## config.mk

```make
export PLATFORM = sky130hd
export DESIGN_NAME = rr_pick
export DESIGN_NICKNAME = d
export VERILOG_FILES = /design/src/rtl/rr_enc_arbiter_pkg.sv /design/src/rtl/rr_enc_arbiter_pick.sv
export SDC_FILE = /design/constraint.sdc
export NUM_CORES = 1
export LEC_CHECK = 0
export BUFFER_PORTS_ARGS = -buffer_cell sky130_fd_sc_hd__buf_2
export CAP_MARGIN = 10
export CORE_MARGIN = 2
export CORE_UTILIZATION = 45
export DETAILED_ROUTE_END_ITERATION = 6
export PLACE_DENSITY_LB_ADDON = 0.3
export SYNTH_ARGS = -nofsm -noshare
export SYNTH_HDL_FRONTEND = slang
export SYNTH_SLANG_ARGS = --single-unit
```

## constraint.sdc

```tcl
create_clock -name vclk -period 4.3
set_input_delay 0.215 -clock vclk [all_inputs]
set_output_delay 0.215 -clock vclk [all_outputs]
set_load 0.005 [all_outputs]
```

## src/rtl/rr_enc_arbiter_pkg.sv

```systemverilog
// Shared types and sizes for the round-robin encoded arbiter.
//   N     : number of requesters (fixed at 8)
//   IDXW  : width of an encoded requester index (log2 N)
//   req_vec_t / idx_t : request-vector and index types
//   state_t           : arbiter FSM states
package arb_pkg;

  localparam int unsigned N    = 8;
  localparam int unsigned IDXW = 3;

  typedef logic [N-1:0]    req_vec_t;
  typedef logic [IDXW-1:0] idx_t;

  typedef enum logic {
    IDLE,
    GRANT
  } state_t;

endpackage

```

## src/rtl/rr_enc_arbiter_pick.sv

```systemverilog
// rr_pick: combinational rotating-priority picker.
// Finds the first set bit of req searching ptr, ptr+1, ... wrapping N-1 to 0.
// Ports:
//   req      in  request vector
//   ptr      in  highest-priority index
//   pick     out one-hot selection (zero when nothing requested)
//   pick_idx out encoded selection (valid when any=1)
//   any      out at least one request present
module rr_pick
  import arb_pkg::*;
(
  input  req_vec_t req,
  input  idx_t     ptr,
  output req_vec_t pick,
  output idx_t     pick_idx,
  output logic     any
);

  req_vec_t rot;
  idx_t     off;
  idx_t     src;

  // Rotate so ptr lands at bit 0, priority-encode the lowest set bit,
  // then add ptr back; IDXW-bit addition wraps modulo N.
  always_comb begin
    rot = '0;
    src = '0;
    for (int unsigned i = 0; i < N; i++) begin
      src    = idx_t'(i) + ptr;
      rot[i] = req[src];
    end

    any = |rot;

    off = '0;
    for (int unsigned i = N; i > 0; i--) begin
      if (rot[i-1]) off = idx_t'(i - 1);
    end

    pick_idx = ptr + off;
    pick     = '0;
    if (any) pick[pick_idx] = 1'b1;
  end

endmodule

```

==> results by group, run 1 <==
STA
  – Slew HR: 75.8%
  – Final period util: 91.3%
  – Peak Freq: 255 MHz
  – RSZ-0062 raised after global routing: no
  – Fin. max-slew vios: 0
  – Final hold vios: 0
  – Final min period: 3.93 ns
  – Setup Viol. Count Final: 0
  – Setup_tns: 0 ns
  – Worst Max-Slew Pin Slew: 0.363 ns
  – Worst Setup Slack, final: around 0.37 ns

Yosys
  – Post-synthesis cell count: ~110
  – Yosys warnings: 0
  – Sequential cell area fraction in the yosys report: 0%
  – Syn_area_per_cell: 9.13 µm²
  – Syn_nets: 122
  – Synthesized cell area: 977 µm²
  – Synth cell types: 40

Pwr
  – Max VDD drop: 0.0843 mV
  – P_leak: 0.000500 µW
  – Pwr dens: 196 nW/µm²

Placed design
  – Placed cells: about 160
  – Port bufs: 23
  – Pre-CTS worst setup slack: 0.374 ns
  – Detailed Place HPWL: 1930 µm
  – Routability Congestion: 0.868

Outcome
  – Outcome: finished clean

Die
  – Core area: roughly 2000 µm²
  – DIE HEIGHT: 50.6 µm
  – DIE AREA: between 2000 and 3000 µm²
  – I/O pin count: 23
  – Num rows: 16
  – Initial Utilization: 48.8%
  – Width of the die: 50.6 µm

Finish
  – Final nets: 148
  – Final core utilization: roughly 57%
  – CLK BUF: 0
  – Sequential cell count: 0
  – Sequential Area: 0 µm²
  – Antenna Cells: 0
  – Area Growth Syn to Fin: 16.0%
  – Non-filler cells, final: 158
  – Filler cells: between 150 and 200
  – Layout cells sized above 1: 35.9%

Setup path
  – CP arrival: 3.71 ns
  – Crit end category: primary output
  – WS Path Type: in -> out
  – CP Data Required Time: 4.09 ns
  – Crit-path slowest cell: mux4_2
  – Worst path max stage delay: around 0.60 ns
  – CP dominant cell by count: buf_2
  – Setup crit start kind: primary input
  – Cell Chain, Critical Path: buf_2, inv_1, ha_1, mux4_2, mux2_4, or2_4, o22ai_1, a21oi_1, fa_1, or3_1, o32ai_1, nand2_1, nand4_1, mux2i_1, buf_2
  – Critical path peak fanout: 7

Route
  – Via count: 980
  – ANT nets after route: 0
  – Wire per inst: roughly 15 µm
  – DRC: 0
  – DR vias/cell: 6.20
  – Iteration-0 DRC Markers: 11
  – Pre-Repair DR Iteration Count: 4
  – Total Wirelength: 2380 µm

Global routing
  – Initial antenna violation count: 0
  – Wire length of the first global-routing pass: 4200 µm
  – GRT Total Usage: 20.4%
  – Pin count of the biggest net entering global routing: 18
  – GRT Residual Overflow: 0
  – Number of global-route vias before repair: 950

Hold path
  – HP Start: req[0]
  – Hold Crit Class: in -> out
  – Hold depth: 5
  – Hold path endpoint: any

CTS
  – # resized after CTS: 0
  – Post-CTS setup repair buffer count: 0
  – Hold_buf cts: 0

Flow run
  – Max cap viols: 0
==> power breakdown <==
group          switching (µW)  internal [µW]
logic                     116            106
clock network               0              0
registers                   0              0
==> cell usage after synthesis (all sizes together) <==
cell | count | area [µm²]
nand2 | 7 | 26.3
nor3b | 1 | 18.8
nor2 | 8 | 32.5
o22ai | 1 | 6.26
a211oi | 1 | 7.51
nor4 | 2 | 18.8
o31ai | 1 | 7.51
nor3 | 10 | 50.1
xor2 | 3 | 26.3
mux4 | 11 | 267
ha | 3 | 37.5
buf | 7 | 52.6
o2bb2ai | 1 | 8.76
mux2i | 13 | 130
nand3 | 2 | 10.0
clkinv | 1 | 3.75
or3 | 1 | 6.26
o32ai | 2 | 25.0
mux2 | 4 | 48.8
a211o | 1 | 8.76
a221o | 1 | 10.0
and3 | 2 | 12.5
a31oi | 1 | 6.26
nand2b | 1 | 6.26
o31a | 2 | 18.8
or2 | 1 | 8.76
fa | 1 | 20.0
a21oi | 3 | 15.0
a21boi | 1 | 7.51
xnor2 | 3 | 26.3
inv | 6 | 22.5
nand4 | 5 | 31.3
==> area by class of cell <==
class / instances / area [µm²] / share of cell area (%)
multi-input cells: 93 / 898 / 79.2
well taps: 27 / 33.8 / 2.98
repair buffers: 31 / 175 / 15.5
inverters: 7 / 26.3 / 2.32
==> layer usage <==
layer,GRT usage [%],vias to the layer above,wire length (µm)
met2,37.9,15,1300
met3,0,0,49
met1,27.7,487,1030
met5,0,-,0
met4,1.35,0,0
li1,-,478,-
==> worst max-delay path, delay by kind of cell <==
family	cells	cell delay, ns
AOI/OAI and AO/OA	3	0.39
adders and majority gates	2	0.85
and+or+nand+nor	4	0.98
buffers and inverters	3	0.29
muxes	3	0.98
==> metrics by stage <==
stage	total power, µW	hold slack [ns]	instance area, µm²
floorplan	159	0.565	977
global placement	216	1.11	1130
detailed placement	221	1.13	1130
CTS	222	1.13	1130
global route	246	1.18	1130
finish	222	1.13	1130
==> placed cells by master, fill, tap and decap left out, types with 2 or more instances in the layout <==
cell / n
nand4_1: 5
xnor2_1: 3
buf_2: 23
mux4_1: 5
nor3_1: 10
nand2_1: 7
inv_1: 6
mux2i_1: 13
nand3_1: 2
buf_4: 8
mux4_2: 6
nor2_1: 7
ha_1: 3
a21oi_1: 3
and3_1: 2
mux2_2: 3
xor2_1: 3
==> how the worst max path moves through the flow <==
stage | slack [ns] | depth (start not counted) | start | to
final | 0.37 | 15 | ptr[1] | pick[1]
after global routing | 0.007 | 18 | ptr[1] | pick[1]
after CTS | 0.36 | 15 | ptr[1] | pick[1]
after detailed placement | 0.37 | 15 | ptr[1] | pick[1]
after global placement | 0.49 | 18 | ptr[1] | pick[1]
after floorplan | 0.47 | 16 | ptr[0] | pick[1]
==> kinds of logic after synthesis <==
| group | share of synthesized area, % |
|---|---|
| xor+xnor | 5.38 |
| buf+inv | 8.07 |
| fa+ha+maj | 5.89 |
| simple gates | 22.7 |
| mux | 45.6 |
| compound gates | 12.4 |
No activity file was read; power rests on OpenSTA's default activity.
==> run 2: changes to the inputs <==
Clock period 4.3 ns to 4 ns, I/O delays scaled along.
==> run 2 against run 1 <==
Against the previous run: sequential share of layout area unchanged; critical endpoint unchanged; clock-buffer cell count unchanged; largest power group unchanged; first-iteration DRC count grew to 2.7 times the previous value; die area stayed put; worst setup slack worse by 0.13 ns; total power is 10% higher; via count is 1.2% higher; global-route usage hardly changed; final area rose by 0.77%.
==> results by group, run 2 (synthesis gave the netlist of run 1 again) <==
Finish
  – Final nets: 148 (unchanged)
  – Sequential Area: 0 µm² (unchanged)
  – Antenna Cells: 0 (unchanged)
  – CLK BUF: 0 (unchanged)
  – Layout cells sized above 1: 38.9% (+3.1 points)
  – Commonest cells after routing, fill and taps aside: buf_2 (23), mux2i_1 (13), nor3_1 (10)
  – Filler cells: 192 (+2.1%)
  – Commonest non-fill, non-tap cell in the layout: buf_2
  – Non-filler cells, final: 158 (unchanged)
  – Sequential cell count: 0 (unchanged)
  – Area Growth Syn to Fin: 16.9%

Setup path
  – WS Path Type: in -> out
  – Setup crit start kind: primary input
  – Crit end category: primary output
  – CP Data Required Time: 3.80 ns (-0.29 ns)
  – Critical path peak fanout: 7 (unchanged)
  – CP arrival: 3.55 ns (-0.16 ns)

Placed design
  – Port bufs: 23 (unchanged)
  – Routability Congestion: 0.867 (-0.16%)
  – Detailed Place HPWL: 1900 µm (-1.3%)
  – Placed cells: 158 (unchanged)

Route
  – DRC: 0 (unchanged)
  – ANT nets after route: 0 (unchanged)
  – Pre-Repair DR Iteration Count: 4 (unchanged)
  – DR vias/cell: 6.28 (+1.2%)
  – Iteration-0 DRC Markers: 30 (+19)
  – Via count: 992 (+1.2%)
  – Total Wirelength: 2460 µm (+3.1%)
  – Wire per inst: 15.5 µm (+3.1%)

STA
  – RSZ-0062 raised after global routing: no
  – Final min period: 3.75 ns
  – Setup Viol. Count Final: 0 (unchanged)
  – Final period util: 93.8%
  – Slew HR: 74.7% (-1.1 points)
  – Fin. max-slew vios: 0 (unchanged)
  – Final hold vios: 0 (unchanged)
  – Worst Max-Slew Pin Slew: 0.379 ns (+0.0165 ns)
  – Peak Freq: 267 MHz
  – Setup_tns: 0 ns (unchanged)

Pwr
  – Max VDD drop: 0.0963 mV (+14%)
  – P_leak: 0.000497 µW (-0.63%)
  – Pwr dens: 214 nW/µm² (+9.5%)

Global routing
  – Number of global-route vias before repair: 900 (-5.3%)
  – Wire length of the first global-routing pass: 4180 µm (-0.33%)
  – GRT Total Usage: 20.4% (about the same)
  – Initial antenna violation count: 0 (unchanged)
  – GRT Residual Overflow: 0 (unchanged)
  – Pin count of the biggest net entering global routing: 18 (unchanged)

Die
  – DIE HEIGHT: 50.6 µm (unchanged)
  – Width of the die: 50.6 µm (unchanged)
  – Num rows: 16 (unchanged)
  – Core area: 2000 µm² (unchanged)
  – DIE AREA: 2560 µm² (unchanged)
  – I/O pin count: 23 (unchanged)
  – Initial Utilization: 48.8% (unchanged)

Hold path
  – Hold Crit Class: in -> out
  – Hold depth: 5 (unchanged)
  – Hold path endpoint: any
  – HP Start: req[2]

Outcome
  – Outcome: finished clean

Flow run
  – Max cap viols: 0 (unchanged)

CTS
  – Post-CTS setup repair buffer count: 0 (unchanged)
==> run 2: cell counts in the layout (fill, tap and decap cells not counted) <==
Identical to the previous run, type by type.
==> run 2: area by class of cell <==
cell class                      instances  area (µm²)  share of cell area, %
Tap cell                               27        33.8                   2.96
Timing Repair Buffer                   31         175                   15.3
Inverter                                7        26.3                   2.30
Multi-Input combinational cell         93         907                   79.4
==> run 2: worst max path at each step <==
stage | start | endpoint | slack (ns) | depth (start not counted)
5_1_grt | ptr[1] | pick[5] | 0.005 | 18
6_report | ptr[1] | pick[1] | 0.25 | 15
3_5_place_dp | ptr[1] | pick[1] | 0.16 | 18
4_1_cts | ptr[1] | pick[1] | 0.13 | 18
3_3_place_gp | ptr[1] | pick[1] | 0.29 | 15
2_1_floorplan | ptr[0] | pick[1] | 0.20 | 16
==> run 2: routing by layer <==
metal / part of all wire (%) / routed length [µm] / track usage [%] / vias to the layer above
met2: 51 / 1250 / 35.3 / 17
met5: 0 / 0 / 0 / -
met4: 0 / 0 / 1.80 / 0
li1: - / - / - / 479
met1: 47 / 1160 / 29.8 / 496
met3: 2.0 / 50 / 0 / 0
==> run 2: metrics by stage <==
step	power [µW]	utilization (%)	worst slack (ns)	hold slack [ns]	area, µm²
final	245	57.1	0.249	1.12	1140
after CTS	240	56.6	0.131	1.10	1130
after floorplan	171	-	0.199	0.535	977
after global placement	231	56.6	0.295	1.07	1130
after global routing	269	57.1	0.00546	1.18	1140
after detailed placement	239	56.6	0.158	1.10	1130
==> run 2: what timing repair did <==
action / 4_1_cts / 5_1_grt
resized for setup: 0 / 4
hold buffers: 0 / 0
setup endpoints to repair: 0 / 8
hold endpoints to repair: 0 / 0
==> run 2: critical path, stage by stage <==
cell	delay (ns)
buf_2	0.09
inv_1	0.07
ha_2	0.39
mux4_2	0.56
mux2_4	0.30
or2_4	0.25
nor3_1	0.14
a21oi_1	0.08
fa_1	0.41
or3_1	0.37
o32ai_2	0.17
nand2_2	0.15
nand4_1	0.12
mux2i_1	0.09
buf_2	0.15
==> run 2: report_power, final <==
part	internal, µW	switching [µW]	leakage (µW)	total, µW
Sequential	0	0	0	0
Combinational	115	130	0.000497	245
Clock	0	0	0	0
==> run 3: changes to the inputs <==
--- a/config.mk
+++ b/config.mk
@@ -7,7 +7,8 @@
 export LEC_CHECK = 0
+export ABC_AREA = 1
 export BUFFER_PORTS_ARGS = -buffer_cell sky130_fd_sc_hd__buf_2
 export CAP_MARGIN = 10
-export CORE_MARGIN = 2
-export CORE_UTILIZATION = 45
+export CORE_AREA = 2 2 39 41
 export DETAILED_ROUTE_END_ITERATION = 6
+export DIE_AREA = 0 0 41 43
 export PLACE_DENSITY_LB_ADDON = 0.3
==> constraint.sdc (replaced) <==
create_clock -name vclk -period 4
set_input_delay 0.2 -clock vclk [all_inputs]
set_output_delay 0.2 -clock vclk [all_outputs]
set_load 0.02 [all_outputs]
==> run 3 against run 2 <==
Against the previous run: final area shrank 34%; worst setup slack gained 0.40 ns; routed wire length shrank 38%; critical path type unchanged; combinational power shrank 30%; synthesized area shrank 35%; clock-buffer cell count is the same; synthesized cell count grew 19%; sequential share of layout area is the same; utilization shrank 2.8 points; global-route usage shrank 2.0 points; via count shrank 18%.
==> results by group, run 3 <==
Outcome
  – Outcome: finished clean

Die
  – Width of the die: 41 µm (-19%)
  – DIE HEIGHT: 43 µm (-15%)
  – DIE AREA: 1760 µm² (-31%)
  – Initial Utilization: 45.8% (-3.0 points)
  – Num rows: 14 (-2)
  – I/O pin count: 23 (unchanged)
  – Core area: 1380 µm² (-31%)

Global routing
  – Busiest grt layer: met2
  – Number of global-route vias before repair: 653 (-27%)
  – Pin count of the biggest net entering global routing: 12 (-6)
  – Met2 Resource Use GR: 35.0% (-0.31 points)
  – Initial antenna violation count: 0 (unchanged)
  – GRT Total Usage: 18.4% (-2.0 points)
  – Wire length of the first global-routing pass: 2420 µm (-42%)
  – Grt met1 use: 21.9% (-7.9 points)
  – GR Util met3: 0.524% (+0.52 points)
  – GRT Residual Overflow: 0 (unchanged)

STA
  – Final hold vios: 0 (unchanged)
  – Final period util: 83.8% (-9.9 points)
  – Setup_tns: 0 ns (unchanged)
  – Fin. max-slew vios: 0 (unchanged)
  – Setup Viol. Count Final: 0 (unchanged)
  – Worst Max-Slew Pin Slew: 0.244 ns (-0.136 ns)
  – Worst Setup Slack, final: 0.647 ns (+0.397 ns)
  – Final min period: 3.35 ns (-0.397 ns)
  – RSZ-0062 raised after global routing: no
  – Peak Freq: 298 MHz (+12%)
  – Slew HR: 83.7% (+9.0 points)

Hold path
  – Hold path endpoint: pick_idx[0]
  – Hold depth: 3 (-2)
  – Hold Crit Class: in -> out
  – HP Start: ptr[0]

Yosys
  – Synth cell types: 20 (-50%)
  – Synth top area cells: nand2_1 (34%), nand3_1 (21%), inv_1 (7.1%)
  – Syn_nets: 142 (+16%)
  – Sequential cell area fraction in the yosys report: 0% (unchanged)
  – Top cell type's share of synthesized area: 33.7% (+20 points)
  – Yosys warnings: 0 (unchanged)
  – Synthesized cell area: 634 µm² (-35%)
  – Synth cell count leaders: nand2_1 (57), nand3_1 (26), inv_1 (12)
  – Syn_area_per_cell: 4.99 µm² (-45%)
  – Top-count cell post-synth: nand2_1
  – Yosys top cell by area: nand2_1
  – Post-synthesis cell count: 127 (+19%)

Route
  – Pre-Repair DR Iteration Count: 4 (unchanged)
  – Wire per inst: 9.29 µm (-40%)
  – DRC: 0 (unchanged)
  – DR vias/cell: 4.95 (-21%)
  – ANT nets after route: 0 (unchanged)
  – Via count: 811 (-18%)
  – Total Wirelength: 1520 µm (-38%)
  – Iteration-0 DRC Markers: 14 (-53%)

Finish
  – Layout cells sized above 1: 23.0% (-16 points)
  – Area Growth Syn to Fin: 18.3%
  – CLK BUF: 0 (unchanged)
  – Antenna Cells: 0 (unchanged)
  – Sequential cell count: 0 (unchanged)
  – Sequential Area: 0 µm² (unchanged)
  – Final nets: 165 (+11%)
  – Commonest cells after routing, fill and taps aside: nand2_1 (57), nand3_1 (26), buf_2 (23)
  – Commonest non-fill, non-tap cell in the layout: nand2_1

CTS
  – Hold_buf cts: 0 (unchanged)
  – # resized after CTS: 0 (unchanged)
  – Post-CTS setup repair buffer count: 0 (unchanged)

Flow run
  – Max cap viols: 0 (unchanged)

Pwr
  – P_leak: 0.000471 µW (-5.2%)
  – Net switching power: 114 µW (-12%)
  – Switching power share of the total: 66.4% (+13 points)
  – Clock power frac: 0% (unchanged)
  – Logic pwr share: 100.0% (about the same)
  – Internal Pwr Total: 57.6 µW (-50%)
  – Pwr dens: 228 nW/µm² (+6.5%)
  – Max VDD drop: 0.0737 mV (-23%)
  – Sequential Power Share: 0% (unchanged)

Setup path
  – Crit end category: primary output
  – Setup crit start kind: primary input
  – WS Path Type: in -> out
  – Critical path peak fanout: 7 (unchanged)
  – CP Data Required Time: 3.80 ns (about the same)
  – CP arrival: 3.15 ns (-0.40 ns)

Placed design
  – Detailed Place HPWL: 1360 µm (-28%)
  – Port bufs: 23 (unchanged)
  – Routability Congestion: 0.803 (-7.4%)
  – Pre-CTS worst setup slack: 0.663 ns (+0.505 ns)
==> run 3: cell types whose count changed after synthesis, sizes merged, moves of 4 or more <==
cell   change
mux2       -4
inv        +8
buf        -5
nor3       -9
nand2     +54
mux2i     -13
nand4      -5
mux4      -11
nand3     +26
==> run 3: through the flow <==
step	util [%]	area [µm²]	total power [µW]	cells	hold WS, ns
2_1_floorplan	-	634	131	127	0.639
3_3_place_gp	54.2	751	168	164	1.00
3_5_place_dp	54.2	751	172	164	1.00
4_1_cts	54.2	751	172	164	1.00
5_1_grt	54.2	751	193	164	1.04
6_report	54.2	751	171	164	1.00
==> run 3: final cells by class <==
type,instances,area (µm²)
inverters,14,55.1
multi-input cells,111,561
well taps,16,20.0
fillers,143,633
repair buffers,23,115
==> run 3: logic make-up (layout without fill, tap and decap cells) <==
group	Yosys count	after routing	synth area share, %
AND/OR/NAND/NOR	101	101	70.2
buffers and inverters	16	37	11.6
adder cells (fa/ha/maj)	4	4	9.07
XOR/XNOR	4	4	6.71
AO/OA/AOI/OAI	2	2	2.37
==> run 3: metal layers <==
metal,share of wire (%),wire (µm),vias up
li1,-,-,443
met4,0,0,0
met1,46,695,357
met3,2.0,30,0
met5,0,0,-
met2,52,799,11
==> run 3: worst max path at each step <==
stage / endpoint / startpoint
6_report: pick[5] / ptr[1]
3_3_place_gp: pick[4] / ptr[1]
3_5_place_dp: pick[4] / ptr[1]
4_1_cts: pick[4] / ptr[1]
5_1_grt: pick[5] / ptr[1]
2_1_floorplan: pick[2] / ptr[0]
==> run 3: critical path, cell delays in order <==
cell and delay [ns]:
buf_2 0.18, inv_1 0.17, ha_1 0.39, inv_1 0.10, nand3_1 0.12, nand3_1 0.09, nand2_1 0.14, nand2_1 0.07
nand2_1 0.05, nand2_1 0.04, nand2_1 0.05, nand2_1 0.04, a21boi_0 0.16, ha_1 0.16, inv_1 0.04, fa_1 0.37
xor2_1 0.22, inv_1 0.08, nand3_2 0.10, nand3_1 0.10, nor2_1 0.09, buf_2 0.17
==> run 3: power by group through the flow <==
stage	sequential (µW)	clock, µW	combinational [µW]
after floorplan	0	0	131
after global placement	0	0	168
after detailed placement	0	0	172
after CTS	0	0	172
after global routing	0	0	193
final	0	0	171
